<file path="config.mk">
export PLATFORM = sky130hd
export DESIGN_NAME = branch_unit_ras
export DESIGN_NICKNAME = d
export VERILOG_FILES = /design/src/rtl/branch_unit_ras.sv
export SDC_FILE = /design/constraint.sdc
export NUM_CORES = 1
export LEC_CHECK = 0
export CORE_ASPECT_RATIO = 1.25
export CORE_MARGIN = 5
export CORE_UTILIZATION = 43
export DETAILED_ROUTE_END_ITERATION = 16
export GPL_TIMING_DRIVEN = 0
export PLACE_DENSITY = 0.67
export RECOVER_POWER = 100
export SYNTH_ARGS = -nofsm -noshare
export SYNTH_HDL_FRONTEND = slang
export SYNTH_SLANG_ARGS = --single-unit
</file>
<file path="constraint.sdc">
create_clock -name clk_i -period 6.3 [get_ports clk_i]
set_clock_uncertainty 0.2 [all_clocks]
set_input_delay 1.26 -clock clk_i [delete_from_list [all_inputs] [get_ports clk_i]]
set_output_delay 1.26 -clock clk_i [all_outputs]
set_load 0.05 [all_outputs]
</file>
<file path="src/rtl/branch_unit_ras.sv">
// branch_unit_ras
//
// Branch decider with registered Z/C flags, a return-address stack for CALL/RET
// and a saturating taken-branch counter for debug.
//
// Ports:
//   clk_i          - clock, rising edge
//   rst_i          - asynchronous active-high reset
//   op_i           - current instruction opcode
//   ctrl_jmp_i     - sequencer strobe marking the branch-evaluation cycle
//   flag_z_i       - ALU zero result
//   flag_c_i       - ALU carry result
//   flags_we_i     - latch flag_z_i/flag_c_i at the next edge
//   target_i       - operand target address for JMP/BRx/CALL
//   pc_next_i      - return address pushed by CALL
//   branch_o       - load PC from target_o this cycle
//   target_o       - PC load value (RAS top for RET, else target_i)
//   flag_z_o       - registered Z flag
//   flag_c_o       - registered C flag
//   ras_empty_o    - RAS holds no entries
//   ras_full_o     - RAS holds RAS_DEPTH entries
//   fault_o        - sticky RAS overflow/underflow
//   branch_count_o - saturating count of taken branches

module branch_unit_ras #(
    parameter int unsigned     ADDR_W    = 4,
    parameter int unsigned     OP_W      = 4,
    parameter int unsigned     RAS_DEPTH = 4,
    parameter int unsigned     CNT_W     = 8,
    parameter logic [OP_W-1:0] OP_JMP    = 4'b0111,
    parameter logic [OP_W-1:0] OP_BRZ    = 4'b0110,
    parameter logic [OP_W-1:0] OP_BRC    = 4'b1000,
    parameter logic [OP_W-1:0] OP_BRNZ   = 4'b1001,
    parameter logic [OP_W-1:0] OP_CALL   = 4'b1010,
    parameter logic [OP_W-1:0] OP_RET    = 4'b1011
) (
    input  logic              clk_i,
    input  logic              rst_i,
    input  logic [OP_W-1:0]   op_i,
    input  logic              ctrl_jmp_i,
    input  logic              flag_z_i,
    input  logic              flag_c_i,
    input  logic              flags_we_i,
    input  logic [ADDR_W-1:0] target_i,
    input  logic [ADDR_W-1:0] pc_next_i,
    output logic              branch_o,
    output logic [ADDR_W-1:0] target_o,
    output logic              flag_z_o,
    output logic              flag_c_o,
    output logic              ras_empty_o,
    output logic              ras_full_o,
    output logic              fault_o,
    output logic [CNT_W-1:0]  branch_count_o
);

    // One extra pointer bit so that "full" (pointer == RAS_DEPTH) is representable
    // without wrapping.
    localparam int unsigned IDX_W = $clog2(RAS_DEPTH);
    localparam int unsigned PTR_W = IDX_W + 1;

    logic                              flag_z_q, flag_z_d;
    logic                              flag_c_q, flag_c_d;
    logic [PTR_W-1:0]                  ptr_q, ptr_d;
    logic [RAS_DEPTH-1:0][ADDR_W-1:0]  ras_q, ras_d;
    logic                              fault_q, fault_d;
    logic [CNT_W-1:0]                  cnt_q, cnt_d;

    logic             ras_empty;
    logic             ras_full;
    logic             is_call;
    logic             is_ret;
    logic             taken;
    logic [IDX_W-1:0] top_idx;
    logic [IDX_W-1:0] wr_idx;

    assign ras_empty = (ptr_q == '0);
    assign ras_full  = (ptr_q == PTR_W'(RAS_DEPTH));
    // Only meaningful when the stack is non-empty / non-full respectively.
    assign top_idx   = IDX_W'(ptr_q - PTR_W'(1));
    assign wr_idx    = IDX_W'(ptr_q);

    assign is_call = ctrl_jmp_i && (op_i == OP_CALL);
    assign is_ret  = ctrl_jmp_i && (op_i == OP_RET);

    // Branch decision uses only registered flags: a same-edge flag write is not
    // bypassed into the decision.
    always_comb begin
        taken = 1'b0;
        if (ctrl_jmp_i) begin
            case (op_i)
                OP_JMP:  taken = 1'b1;
                OP_BRZ:  taken = flag_z_q;
                OP_BRC:  taken = flag_c_q;
                OP_BRNZ: taken = !flag_z_q;
                OP_CALL: taken = 1'b1;
                OP_RET:  taken = !ras_empty;
                default: taken = 1'b0;
            endcase
        end
    end

    // Reset must silence the PC load immediately, not just after the state clears.
    assign branch_o = taken && !rst_i;

    always_comb begin
        target_o = target_i;
        if (op_i == OP_RET) begin
            target_o = ras_empty ? '0 : ras_q[top_idx];
        end
    end

    // Next-state logic
    always_comb begin
        flag_z_d = flag_z_q;
        flag_c_d = flag_c_q;
        ptr_d    = ptr_q;
        ras_d    = ras_q;
        fault_d  = fault_q;
        cnt_d    = cnt_q;

        if (flags_we_i) begin
            flag_z_d = flag_z_i;
            flag_c_d = flag_c_i;
        end

        if (is_call) begin
            if (ras_full) begin
                // Overflow: drop the push but still take the branch.
                fault_d = 1'b1;
            end else begin
                ras_d[wr_idx] = pc_next_i;
                ptr_d         = ptr_q + PTR_W'(1);
            end
        end

        if (is_ret) begin
            if (ras_empty) begin
                fault_d = 1'b1;
            end else begin
                // Popped entry is left in place; only the pointer moves.
                ptr_d = ptr_q - PTR_W'(1);
            end
        end

        if (branch_o && (cnt_q != '1)) begin
            cnt_d = cnt_q + CNT_W'(1);
        end
    end

    always_ff @(posedge clk_i or posedge rst_i) begin
        if (rst_i) begin
            flag_z_q <= 1'b0;
            flag_c_q <= 1'b0;
            ptr_q    <= '0;
            ras_q    <= '0;
            fault_q  <= 1'b0;
            cnt_q    <= '0;
        end else begin
            flag_z_q <= flag_z_d;
            flag_c_q <= flag_c_d;
            ptr_q    <= ptr_d;
            ras_q    <= ras_d;
            fault_q  <= fault_d;
            cnt_q    <= cnt_d;
        end
    end

    assign flag_z_o       = flag_z_q;
    assign flag_c_o       = flag_c_q;
    assign ras_empty_o    = ras_empty;
    assign ras_full_o     = ras_full;
    assign fault_o        = fault_q;
    assign branch_count_o = cnt_q;

endmodule

</file>
==> impl_metrics.csv <==
group,metric,value,unit
synth,synth_top_area_share,46.51,%
setup_path,crit_path_end_kind,"primary output",
synth,synthesis.nets,164,
placement,gp_congestion,0.8045,
final_layout,diodes,0,
job,cap_viol_max_count,0,
final_layout,final_cells,222,
grt,antenna_found_initial,0,
final_layout,final.fill_count,331,
clock_network,cts_tree,"yes",
drt,drc,0,
setup_path,crit_start,"op_i[2]",
timing,min_period,5030,ps
drt,drtAntennaViolNets,0,
drt,drt_iter0_drc,45,
synth,synth_cell_type_count,34,
hold_path,hold_end,"fault_o",
drt,wirelength,3.383,mm
grt,grt_pass1_vias,1326,
grt,grt_start_max_net_pins,31,
final_layout,syn2layout_area_growth,29.15,%
setup_path,cp_max_fo,8,
floorplanning,ios,36,
timing,tns,0,ps
setup_path,r2r_end,"branch_count_o[1]",
clock_network,cts_buffers,5,
setup_path,arrival,3570,ps
setup_path,critPathSlowestCell,"dlygate4sd3_1",
clock_network,postCtsSetupRepairBufs,0,
placement,dpl.hpwl,2.543,mm
timing,hold_violations,0,
floorplanning,die_x,64.80,um
status,status,"completed",
synth,yosysWarnings,0,
floorplanning,die_y,78.50,um
setup_path,crit_path_start_kind,"primary input",
placement,place_inst,214,
timing,worst_slew_pin_slew,1134,ps
timing,rsz0062_at_grt,"false",
final_layout,drive_gt1_share,18.68,%
clock_network,cts.path.max_buffers,2,
setup_path,crit_path_frequent_cell,"dlygate4sd3_1",
synth,yosysTopAreaCell,"dfrtp_1",
hold_path,hold_path_depth,1,
timing,drv_slew,0,
clock_network,htreeDepth,2,
hold_path,hp-class,"flip-flop to flip-flop",
setup_path,cp.depth,6,
timing,relSlewSlack,24.31,%
drt,vias,1174,
clock_network,cts_sinks,30,
floorplanning,start_util,43.36,%
synth,synth-seq-cells,30,
timing,min_period_over_period,79.84,%
clock_network,clock_latency,270,ps
synth,synth_area_leaders,"dfrtp_1 (47%), mux2_2 (15%), mux4_2 (5.6%)",
setup_path,rrSetupSlack,3740,ps
hold_path,min_from,"fault_o",
setup_path,critPathKind,"primary input to primary output",
pwr,ir_drop,0.1594,mV
final_layout,finalNetCount,205,
floorplanning,rows,25,
setup_path,critical_path_required,4840,ps
setup_path,r2r.worst_path.cells,8,
clock_network,holdBufCountCts,0,
drt,wl_per_cell,15.24,um
grt,grt_pass1_wl,5.947,mm
clock_network,cts_root_buffer,"clkbuf_8",
floorplanning,core_area,0.003722,sq mm
placement,port_buffers,34,
setup_path,cp_top_family,"buffers and inverters",
setup_path,slowest_delay,880,ps
synth,synthCells,140,
pwr,leakagePower,0.9981,nW
setup_path,cp_cell_sequence,"dlygate4sd3_1, or2b_1, o21ai_0, nand4_1, inv_1, dlygate4sd3_1",
synth,syn-cell-area,0.001614,sq mm
clock_network,post_cts_resized,0,
timing,setup_viol,0,
synth,post_synth.cell_area_avg,11.53,sq um
pwr,power_density,383.0,mW/mm^2
clock_network,path_clk_slew,60,ps
grt,grt_use_total,15.07,%
drt,viasPerCell,5.288,
floorplanning,die_area,0.005087,sq mm
drt,drt-pass1-iter-count,4,
timing,clock.fmax,0.1988,GHz
synth,yosysSeqAreaShare,46.51,%
setup_path,cp.buffers_inverters,3,
grt,overflow,0,
setup_path,rr_startpoint,"ptr_q[0]",
-- cell usage after synthesis, drive strengths merged --
cell / number
a211oi: 1
a21o: 1
a22o: 1
a2bb2oi: 1
a31oi: 1
and2: 1
and2b: 1
and4: 1
and4bb: 1
buf: 2
dfrtp: 30
ha: 6
inv: 9
mux2: 21
mux4: 4
nand2: 14
nand2b: 3
nand3: 4
nand4: 2
nor2: 9
nor2b: 2
nor3: 4
nor3b: 1
nor4: 2
o21ai: 7
o21bai: 1
or2b: 1
or3: 1
xnor2: 2
xor2: 6
-- cells by family after synthesis --
| group | share of synthesized area [%] |
|---|---|
| buffers and inverters | 2.713 |
| adders and majority gates | 4.651 |
| muxes | 20.23 |
| xor gates and xnor gates | 4.341 |
| AOI/OAI and AO/OA | 5.040 |
| DFF | 46.51 |
| and+or+nand+nor | 16.51 |
-- final cells by class --
class / instances / area, sq um / share of cell area, %
Multi-Input combinational cell: 99 / 793.3 / 38.06
Timing Repair Buffer: 34 / 340.3 / 16.33
Sequential cell: 30 / 750.7 / 36.01
Clock buffer: 7 / 76.32 / 3.661
Buffer: 2 / 10.01 / 0.4802
Tap cell: 40 / 50.05 / 2.401
Inverter: 9 / 33.78 / 1.621
Clock inverter: 1 / 30.03 / 1.441
-- layer usage --
| layer | track usage [%] | vias to the layer above | routed length (um) |
|---|---|---|---|
| li1 | - | 571 | - |
| met1 | 16.56 | 570 | 1425 |
| met2 | 26.51 | 26 | 1724 |
| met3 | 4.721 | 7 | 176 |
| met4 | 6.131 | 0 | 57 |
| met5 | 0 | - | 0 |
-- worst register-to-register path, stage by stage (launching register included) --
cell and delay (ps):
dfrtp_1 380, buf_2 230, inv_1 110, ha_1 260, and4bb_1 210, o21ai_1 130, nand4_1 290, nor2_1 270
mux2_2 360
-- sequential cells by signal, indices dropped and copies added, names as in the netlist --
name            cells
ptr_q               3
flag_c_o            1
fault_o             1
flag_z_o            1
branch_count_o      8
ras_q              16
-- layout by cell type, fill, tap and decap left out --
cell	count
nand3_1	4
o21ai_1	1
mux4_2	4
xnor2_1	2
a31oi_1	1
xor2_1	6
or2b_1	1
or3_1	1
nand4_1	2
clkbuf_1	2
dlygate4sd3_1	22
bufinv_16	1
and2b_2	1
nor2b_1	2
o21bai_1	1
a22o_1	1
inv_1	9
nor3_1	4
ha_1	6
and4_1	1
and2_1	1
and4bb_1	1
mux2_2	21
nor2_1	9
nand2b_1	3
a21o_1	1
clkdlybuf4s50_1	12
nor4_1	2
a2bb2oi_1	1
nor3b_1	1
nand2_1	14
clkbuf_8	5
dfrtp_1	30
buf_2	2
a211oi_1	1
o21ai_0	6
-- power by group --
group          switching, mW  internal (mW)
Combinational          0.171          0.142
Clock                 0.0655          0.118
Sequential            0.0474          0.255
Total                  0.284          0.514
-- metrics by stage --
stage               cell area [sq um]  hold WS, ps  utilization, %  worst slack (ps)  total power, mW
finish                           2085        263.4           56.00              1270           0.7983
global route                     2085        288.9           56.00              1097           0.8504
CTS                              2111        268.1           56.71              1482           0.8219
detailed placement               2004        254.3           53.85              1478           0.6325
global placement                 2004        254.4           53.85              1499           0.6196
floorplan                        1614        273.8               -              2130           0.5331
-- worst max-delay path by stage --
stage	end	slack, ps
5_1_grt	branch_o	1100
2_1_floorplan	target_o[0]	2130
3_3_place_gp	branch_o	1500
4_1_cts	branch_o	1480
6_report	branch_o	1270
3_5_place_dp	branch_o	1480
Power figures use the tool's default switching activity.
